**src/rtl/down_count4.sv**
```systemverilog
// down_count4: loadable down-counter / timer with valid/ready load,
// one-cycle terminal-count pulse and optional auto-reload.
// FSM: IDLE (wait for load), RUN (count down), DONE (tc cycle, one cycle).
// Optional prescaler enabled by defining DOWN_COUNT4_PRESCALE_EN; it adds
// parameter PRESCALE so that a RUN decrement needs PRESCALE enabled cycles.
module down_count4 #(
  parameter int unsigned       WIDTH          = 4,
  parameter logic [WIDTH-1:0]  RELOAD_DEFAULT = WIDTH'(4'hF)
`ifdef DOWN_COUNT4_PRESCALE_EN
  , parameter int unsigned     PRESCALE       = 4
`endif
) (
  input  logic             clk,
  input  logic             reset,
  input  logic             en,
  input  logic             load_valid,
  input  logic [WIDTH-1:0] load_data,
  output logic             load_ready,
  input  logic             auto_reload,
  output logic [WIDTH-1:0] out,
  output logic             tc,
  output logic             busy
);

  typedef enum logic [1:0] {
    IDLE = 2'd0,
    RUN  = 2'd1,
    DONE = 2'd2
  } state_t;

  state_t           state;
  state_t           state_next;
  logic [WIDTH-1:0] out_next;
  logic [WIDTH-1:0] reload_reg;
  logic [WIDTH-1:0] reload_next;
  logic             load_accept;
  logic             tick;

  // Handshake and status outputs are decoded straight from the state register.
  assign load_ready  = (state != RUN);
  assign busy        = (state == RUN);
  assign tc          = (state == DONE);
  assign load_accept = load_valid & load_ready;

`ifdef DOWN_COUNT4_PRESCALE_EN
  localparam int unsigned PW = (PRESCALE > 1) ? $clog2(PRESCALE) : 1;
  localparam logic [PW-1:0] PRESCALE_LAST = PW'(PRESCALE - 1);

  logic [PW-1:0] presc;
  logic          presc_clr;

  // A fresh count period starts on any load accept or auto-reload into RUN.
  assign presc_clr = load_accept || ((state == DONE) && (state_next == RUN));
  assign tick      = en && (presc == PRESCALE_LAST);

  // Prescale counter: advances on enabled RUN cycles, holds when en=0.
  always_ff @(posedge clk) begin
    if (reset) begin
      presc <= '0;
    end else if (presc_clr) begin
      presc <= '0;
    end else if ((state == RUN) && en) begin
      presc <= (presc == PRESCALE_LAST) ? '0 : presc + PW'(1);
    end
  end
`else
  assign tick = en;
`endif

  // Next-state and datapath decode; a load always takes the same path
  // whether it is accepted in IDLE or in DONE.
  always_comb begin
    // NOTE: every variable gets a default first so no path infers a latch.
    state_next  = state;
    out_next    = out;
    reload_next = reload_reg;
    unique case (state)
      IDLE: begin
        if (load_accept) begin
          reload_next = load_data;
          out_next    = load_data;
          state_next  = (load_data != '0) ? RUN : IDLE;
        end
      end
      RUN: begin
        if (tick) begin
          if (out > WIDTH'(1)) begin
            out_next = out - WIDTH'(1);
          end else begin
            // Last step lands on zero; never wraps below it.
            out_next   = '0;
            state_next = DONE;
          end
        end
      end
      DONE: begin
        if (load_accept) begin
          reload_next = load_data;
          out_next    = load_data;
          state_next  = (load_data != '0) ? RUN : IDLE;
        end else if (auto_reload && (reload_reg != '0)) begin
          out_next   = reload_reg;
          state_next = RUN;
        end else begin
          out_next   = '0;
          state_next = IDLE;
        end
      end
      default: begin
        out_next   = '0;
        state_next = IDLE;
      end
    endcase
  end

  // State, count and reload registers with synchronous reset priority.
  always_ff @(posedge clk) begin
    // NOTE: sequential state uses non-blocking assignments so every register
    // samples the pre-edge values regardless of statement order.
    if (reset) begin
      state      <= IDLE;
      out        <= '0;
      reload_reg <= RELOAD_DEFAULT;
    end else begin
      state      <= state_next;
      out        <= out_next;
      reload_reg <= reload_next;
    end
  end

endmodule

```
**config.mk**
```make
export PLATFORM = sky130hd
export DESIGN_NAME = down_count4
export DESIGN_NICKNAME = d
export VERILOG_FILES = /design/src/rtl/down_count4.sv
export SDC_FILE = /design/constraint.sdc
export NUM_CORES = 1
export LEC_CHECK = 0
export ABC_CLOCK_PERIOD_IN_PS = 3200
export CAP_MARGIN = 20
export CORE_MARGIN = 2
export CORE_UTILIZATION = 30
export DETAILED_ROUTE_END_ITERATION = 16
export HOLD_SLACK_MARGIN = 0.1
export SLEW_MARGIN = 20
export SYNTH_ARGS = -nofsm -noshare
export SYNTH_HDL_FRONTEND = slang
export SYNTH_SLANG_ARGS = --single-unit
```
**constraint.sdc**
```tcl
create_clock -name clk -period 3.2 [get_ports clk]
set_input_delay 0.96 -clock clk [delete_from_list [all_inputs] [get_ports clk]]
set_output_delay 0.96 -clock clk [all_outputs]
set_load 0.1 [all_outputs]
```
==> results list, run 1 <==
- Run status: finished, final reports clean
* Worst relative slew slack: 69.1%
* Synth unique cells: 29
* Count of clock tree sinks: 10
- For the final database, setup skew stands at between 3 and 4 ps.
- Max incr delay on CP: ~530 ps
* Synthesized area per cell: 8.34 sq um
* Hold path depth: 2
* Max Freq: approximately 400 MHz
* Layout Area Growth over Synthesis: 22.4%
- In this run the number of H-tree levels came out at 1.
- The design draws 0.469 mW.
* Number of nets still failing antenna checks after routing: 0
- Worst vdd ir: 0.271 mV
- Cell count after synthesis: 83
- Data on the critical path is required at its endpoint by 2240 ps.
* Number of buffers created by CTS: 3
- Setup Total Neg Slack: 0 ps
- The die is 52.0 um wide.
- Setup repair after global routing left no endpoint under its margin.
* Diodes inserted: 0
- After global routing the overflow that remains totals 0.
* Pwr Density: about 550 mW/mm^2
- Highest net fanout along the worst path: 9
- Via count: approximately 660
- Of the cells placed in the final design, the portion with a size suffix greater than 1 is between 10% and 20%.
- Worst hold path class: flop to flop
* Ports placed on the boundary: 16
- For the worst-skew pair, the clock arrives at the later sink with an insertion delay of 270 ps.
- In this run the standard cell core region covers about 0.0022 sq mm.
- Post-CTS repair changed the size of 0 cells.
* Type of element launching the critical path: flop
* Hold endpoint: out[3]
* Slew @ Worst Pin: about 460 ps
- The number of hold buffers added after CTS was 0.
* Clock tree root driver cell: sky130_fd_sc_hd__clkbuf_4
- Across every metal layer, demand over resource in global routing totals roughly 14%.
* Category of the critical setup timing path: flop to primary output
- The worst hold path begins at out[3].
* Synthesis-stage register bit count: 10
* Clock slew seen by the registers of the worst setup and hold paths: ~70 ps
* Largest net degree at the start of global routing: 12
- Via count of the first global-routing pass: approximately 620
* Post-detailed-route wirelength per cell: roughly 13 um
* Maximum clock insertion buffer count: 2
- Summing the sequential cell areas from Yosys gives a little under 30% of the chip area.
* Global-route wire length before repair: about 2800 um
* DRC: 0
- Max-cap violations in this run came to 0.
* Final hold violations: 0
- The routed design could run at a clock period as short as ~2500 ps.
- In the routed layout, each cell is associated on average with a via count of between 5 and 6.
- Cell at the slowest stage of the critical path: sky130_fd_sc_hd__dfxtp_1
- Counting cells, the worst reg-to-reg path comes to 6.
- In this run the static leakage power is roughly 0.34 nW.
- NumNets Final: ~110
- DR pass1 iterations: 4
- Dividing the final minimum period by the clock period gives slightly below 80%.
- Synthesized net count: between 90 and 100
- Row generation in the floorplan step produced 17 rows.
- Final WL: roughly 1700 um
- Traced cell by cell, the critical path runs through nor2b_1 -> buf_4.
- Die Height: around 52 um
- Quantity of I/O buffers inserted on ports: 15
- TritonCTS built the clock tree.
- Postcts setup bufs: 0
- Number of failing setup endpoints in the final timing report: 0
- The die covers approximately 0.0027 sq mm.
* Hpwl dp: 1230 um
- The number of antenna violations at the first check in global routing came to 0.
* Final estimated routing congestion in global placement: 0.790
* Max Transition Viols Final: 0
- Type of element capturing the critical path: primary output
- Crit Reg-Reg Startpoint: out[0]
- After the first detailed-routing iteration, the DRC count stood at 31.
- Synthesis warning total: 0
* R2R setup slack: 1610 ps
- The cell area that synthesis handed to floorplanning was around 690 sq um.
* Fillers: around 230
* Signal arrival time at the worst endpoint: ~1500 ps
- In this run the critical register-to-register path is captured at out[3].
- Post-layout util: between 30% and 40%
- For this configuration, the core starts out at a cell density of 31.6%.
placed cells by master (no fill, tap or decap), types with 2 or more instances in the layout:
master	netlist	layout
sky130_fd_sc_hd__dfxtp_1	10	10
sky130_fd_sc_hd__nand2_1	8	8
sky130_fd_sc_hd__clkdlybuf4s50_1	0	8
sky130_fd_sc_hd__inv_1	7	7
sky130_fd_sc_hd__buf_4	0	7
sky130_fd_sc_hd__nor2_1	6	6
sky130_fd_sc_hd__nor2b_1	5	5
sky130_fd_sc_hd__a21oi_1	5	5
sky130_fd_sc_hd__o21ai_0	4	4
sky130_fd_sc_hd__a22oi_1	4	4
sky130_fd_sc_hd__a211o_1	4	4
sky130_fd_sc_hd__nand2b_1	3	3
sky130_fd_sc_hd__clkbuf_4	0	3
sky130_fd_sc_hd__nor4_1	2	2
sky130_fd_sc_hd__nor3_1	2	2
sky130_fd_sc_hd__a211oi_2	2	2
sky130_fd_sc_hd__nand3b_1	2	2
sky130_fd_sc_hd__ha_1	2	2
per-layer routing:
layer | track usage, % | vias up | wire length (um)
met5 | 0 | - | 0
met4 | 9.21 | 0 | 12
met3 | 2.87 | 2 | 110
met2 | 19.4 | 23 | 733
met1 | 18.9 | 310 | 818
li1 | - | 324 | -
Yosys cell counts:
cell type	instances	share of area [%]
sky130_fd_sc_hd__dfxtp_1	10	29
sky130_fd_sc_hd__nand2_1	8	4.3
sky130_fd_sc_hd__inv_1	7	3.8
sky130_fd_sc_hd__nor2_1	6	3.3
sky130_fd_sc_hd__a21oi_1	5	3.6
sky130_fd_sc_hd__nor2b_1	5	4.5
sky130_fd_sc_hd__a211o_1	4	5.1
sky130_fd_sc_hd__a22oi_1	4	4.3
sky130_fd_sc_hd__buf_6	4	6.5
sky130_fd_sc_hd__o21ai_0	4	2.9
sky130_fd_sc_hd__nand2b_1	3	2.7
sky130_fd_sc_hd__a211oi_2	2	3.6
sky130_fd_sc_hd__ha_1	2	3.6
sky130_fd_sc_hd__nand3b_1	2	2.2
sky130_fd_sc_hd__nor3_1	2	1.4
sky130_fd_sc_hd__nor4_1	2	1.8
sky130_fd_sc_hd__a211oi_1	1	1.1
sky130_fd_sc_hd__a311oi_1	1	1.3
sky130_fd_sc_hd__a32oi_1	1	1.3
sky130_fd_sc_hd__clkbuf_1	1	0.54
sky130_fd_sc_hd__mux2i_1	1	1.4
sky130_fd_sc_hd__nand2b_2	1	1.3
sky130_fd_sc_hd__nor2b_4	1	2.0
sky130_fd_sc_hd__nor3b_4	1	2.7
sky130_fd_sc_hd__o21ai_1	1	0.72
sky130_fd_sc_hd__o22ai_1	1	0.90
sky130_fd_sc_hd__o31a_1	1	1.3
sky130_fd_sc_hd__o32ai_1	1	1.3
sky130_fd_sc_hd__o41a_1	1	1.6
critical path, delay by kind of cell, from the launching register on:
| family | cells | cell delay (ps) |
|---|---|---|
| buf+inv | 1 | 360 |
| simple gates | 1 | 350 |
| flops | 1 | 530 |
worst max-delay path by stage:
stage / to / startpoint / cells after the start / slack, ps
final: tc / state[1] / 2 / 730
after global routing: tc / state[1] / 2 / 660
after CTS: tc / state[1] / 2 / 740
after detailed placement: out[0] / load_valid / 5 / 690
after global placement: out[0] / load_valid / 5 / 740
after floorplan: tc / state[0] / 2 / 350
area by class of cell:
class                      count  area [sq um]  area share, %
sequential                    10           200           23.6
multi-input combinational     61           417           49.2
timing repair buffer          15           133           15.7
tap                           28          35.0           4.14
inverter                       7          26.3           3.10
clock buffer                   4          36.3           4.28
power by group:
part	switching (mW)	internal [mW]	leakage (nW)	total (mW)
Clock	0.0496	0.0692	0.0210	0.119
Combinational	0.132	0.0609	0.232	0.192
Sequential	0.0200	0.138	0.0826	0.158
stage by stage:
stage	worst slack, ps	hold WS [ps]	std cells	area [sq um]
2_1_floorplan	348	558	83	692
3_3_place_gp	739	532	121	811
3_5_place_dp	685	551	121	811
4_1_cts	743	562	125	847
5_1_grt	660	593	125	847
6_report	730	564	125	847
cell families (layout without fill, tap and decap cells):
group	count (synthesis)	after routing	share of synthesized area (%)
AOI/OAI and AO/OA	27	27	28.9
buffers and inverters	12	26	10.8
DFF	10	10	28.9
and+or+nand+nor	31	31	26.2
muxes	1	1	1.45
adders and majority gates	2	2	3.62
No activity file was read; power rests on OpenSTA's default activity.
==> run 2, diff against run 1 <==
--- a/config.mk
+++ b/config.mk
@@ -5,7 +5,7 @@
 export SDC_FILE = /design/constraint.sdc
 export NUM_CORES = 1
 export LEC_CHECK = 0
-export ABC_CLOCK_PERIOD_IN_PS = 3200
+export ABC_CLOCK_PERIOD_IN_PS = 2200
 export CAP_MARGIN = 20
 export CORE_MARGIN = 2
 export CORE_UTILIZATION = 30
==> constraint.sdc (replaced) <==
create_clock -name clk -period 2.2 [get_ports clk]
set_input_delay 0.66 -clock clk [delete_from_list [all_inputs] [get_ports clk]]
set_output_delay 0.66 -clock clk [all_outputs]
set_load 0.1 [all_outputs]
==> run 2 against run 1 <==
Compared with the run above:
- critical endpoint unchanged
- largest power group unchanged
- combinational power is 67% higher
- hold slack better by 30 ps
- die area is the same
- wire length is 7.1% lower
- via count shrank 1.4%
- critical path type unchanged
==> results list, run 2 (synthesized netlist as in run 1, its figures left out) <==
* Dpl cells: 122
- The worst register-to-register path begins at state[0].
- Maximum clock insertion buffer count: 2
- Standard cell core area: around 0.0022 sq mm
- Highest net fanout along the worst path: 9
- R2r endpoint: out[3]
- With fillers left out, the area of the finished cells amounts to 953 sq um.
- Logic gate share of total power: 44.3%
- The first detailed-routing pass took 4 iterations.
- Once routing completed, OpenROAD measured the worst setup slack at 172 ps.
* Clk network pwr share: a little under a quarter
- Largest net degree at the start of global routing: 12
- Sequential fraction of design power: around a third
- Width of the chip: approximately 52 um
* Number of H-tree levels: 1
- Maximum capacitance violations: 0
* Std-Cell Rows: 17
* Post-detailed-route wirelength per cell: around 12 um
- Number of standard cells in the layout, taps in and fillers out: between 100 and 150
- Leaving out fill and tap cells, the most frequent cell in the layout is sky130_fd_sc_hd__dfxtp_1.
- Depth of the worst register-to-register path: 5
* Slew @ Worst Pin: approximately 510 ps
- Using the TritonRoute via totals, the vias-per-cell ratio works out to approximately 5.2.
- Clock tree root driver cell: sky130_fd_sc_hd__clkbuf_4
- At the placement stage, the worst setup path has a slack of between 100 and 150 ps.
- The die covers 0.00271 sq mm.
- In this run, CTS created clock tree buffers numbering 3.
- Req. time, crit path: ~1500 ps
- Post-layout util: a little over two fifths
* Type of element launching the critical path: flop
* Hpwl dp: between 1000 and 1500 um
* Max Freq: around 490 MHz
- Shortest period the worst path allows: roughly 2000 ps
- Hold endpoint: out[2]
* Via count: 650
- Final WL: roughly 1600 um
- Of the cells placed in the final design, the portion with a size suffix greater than 1 is approximately a fifth.
- Global-route congestion overflow total: 0
* Leakage Power: 0.359 nW
- STA classifies the critical path endpoint as a primary output.
- Worst hold path class: flop to flop
* Count of clock tree sinks: 10
- Summing all placed instances gives a cell area of about 920 sq um.
- In this run, the number of DRC markers left after iteration 0 of detailed routing was 10.
- Post-route clock period utilization: 92.2%
- Most used cells in the layout excluding fill and tap cells: sky130_fd_sc_hd__dfxtp_1 (10), sky130_fd_sc_hd__nand2_1 (8), sky130_fd_sc_hd__clkdlybuf4s50_1 (8), sky130_fd_sc_hd__buf_12 (7)
- Summing internal, switching and leakage power gives between 0.7 and 0.8 mW.
* CTS Hold Buffers Added: 0
- The number of setup buffers added after CTS is 0.
- R2R setup slack: just under 600 ps
- TritonCTS built the clock tree.
- Final estimated routing congestion in global placement: 0.776
- Quantity of I/O buffers inserted on ports: 15
* Final hold violations: 0
- The number of antenna violations at the first check in global routing came to 0.
- PostCTS Resize Cnt: 0
- Fillers: ~220
* Area of combinational cells with multiple inputs: 424 sq um
- The number of antenna diodes in the final layout is 0.
* Cell internal pwr: roughly 0.43 mW
- Signal arrival time at the worst endpoint: approximately 1400 ps
- On the final layout, the worst hold slack is 594 ps.
- In the global route stage, overall resource usage came out at between 10% and 20%.
- Worst relative slew slack: roughly two thirds
* Clock slew seen by the registers of the worst setup and hold paths: ~70 ps
- Global-route wire length before repair: ~2700 um
- The clock reaches the later pin of the worst-skew pair after between 200 and 300 ps.
- Layout Area Growth over Synthesis: 37.8%
* Hold Startpoint: out[2]
- Of the total power, the share spent switching nets is between 40 and 50%.
* Worst vdd ir: around 0.38 mV
- The number of max-slew violations in the final report was 0.
- The die is between 50 and 60 um tall.
- The final layout contains 110 nets.
- The flow ran to the end, and the final reports show no timing, DRC or antenna violations.
* Via count of the first global-routing pass: roughly 630
- Number of failing setup endpoints in the final timing report: 0
- For this run, design rule violations remaining after detail routing come to 0.
- In this run the count of I/O pins placed on the die edge is 16.
* Effective utilization at floorplan: a little under a third
- The detail route stage leaves a number of antenna-violating nets equal to 0.
- Pwr Density: between 700 and 800 mW/mm^2
- In the final layout, flip-flops and latches occupy 200 sq um.
- Setup Total Neg Slack: 0 ps
* Worst Skew: 2.48 ps
* Hold path depth: 2
- In this run the power spent charging and discharging nets is roughly 0.29 mW.
- RSZ-0062 raised after global routing: false
* Category of the critical setup timing path: flop to primary output
==> run 2: changes by cell type in the layout (fill, tap and decap cells not counted), sizes merged <==
cell	previous run	this run
buf	7	8
clkinvlp	0	1
inv	7	6
==> run 2: routing by layer <==
| layer | vias up | track usage, % | wire, um | part of all wire [%] |
|---|---|---|---|---|
| met3 | 5 | 5.75 | 97 | 6.2 |
| met5 | - | 0 | 0 | 0 |
| met2 | 19 | 20.0 | 695 | 45 |
| met1 | 295 | 16.3 | 742 | 48 |
| li1 | 331 | - | - | - |
| met4 | 0 | 6.14 | 21 | 1.3 |
==> run 2: worst max-delay path by stage <==
stage	startpoint	end
CTS	state[1]	tc
detailed placement	load_valid	out[1]
floorplan	out[0]	out[2]
global route	state[1]	tc
finish	state[1]	tc
global placement	load_valid	out[3]
==> run 2: layout make-up <==
| cell class | instances | area share [%] |
|---|---|---|
| well taps | 28 | 3.67 |
| repair buffers | 16 | 23.9 |
| flip-flops and latches | 10 | 21.0 |
| clock buffers | 4 | 3.81 |
| inverters | 7 | 3.15 |
| multi-input cells | 61 | 44.5 |
==> run 2: power groups by stage <==
| stage | clock [mW] | combinational [mW] | sequential [mW] |
|---|---|---|---|
| after global placement | 0 | 0.320 | 0.238 |
| final | 0.169 | 0.321 | 0.233 |
| after global routing | 0.181 | 0.342 | 0.238 |
| after floorplan | 0 | 0.177 | 0.283 |
| after CTS | 0.174 | 0.322 | 0.233 |
| after detailed placement | 0 | 0.322 | 0.237 |
==> run 2: worst max-delay path: stages (launching register included) <==
cell	delay, ps
sky130_fd_sc_hd__dfxtp_1	520
sky130_fd_sc_hd__nor2b_2	360
sky130_fd_sc_hd__buf_12	220
==> run 3, diff against run 2 <==
--- a/config.mk
+++ b/config.mk
@@ -6,12 +6,14 @@
 export NUM_CORES = 1
 export LEC_CHECK = 0
 export ABC_CLOCK_PERIOD_IN_PS = 2200
-export CAP_MARGIN = 20
+export CAP_MARGIN = 40
 export CORE_MARGIN = 2
 export CORE_UTILIZATION = 30
+export CTS_CLUSTER_SIZE = 28
 export DETAILED_ROUTE_END_ITERATION = 16
 export HOLD_SLACK_MARGIN = 0.1
 export SLEW_MARGIN = 20
 export SYNTH_ARGS = -nofsm -noshare
 export SYNTH_HDL_FRONTEND = slang
 export SYNTH_SLANG_ARGS = --single-unit
+export TNS_END_PERCENT = 50
==> results of run 3 <==
The final DEF is identical to that of run 2; final timing and power are the same.
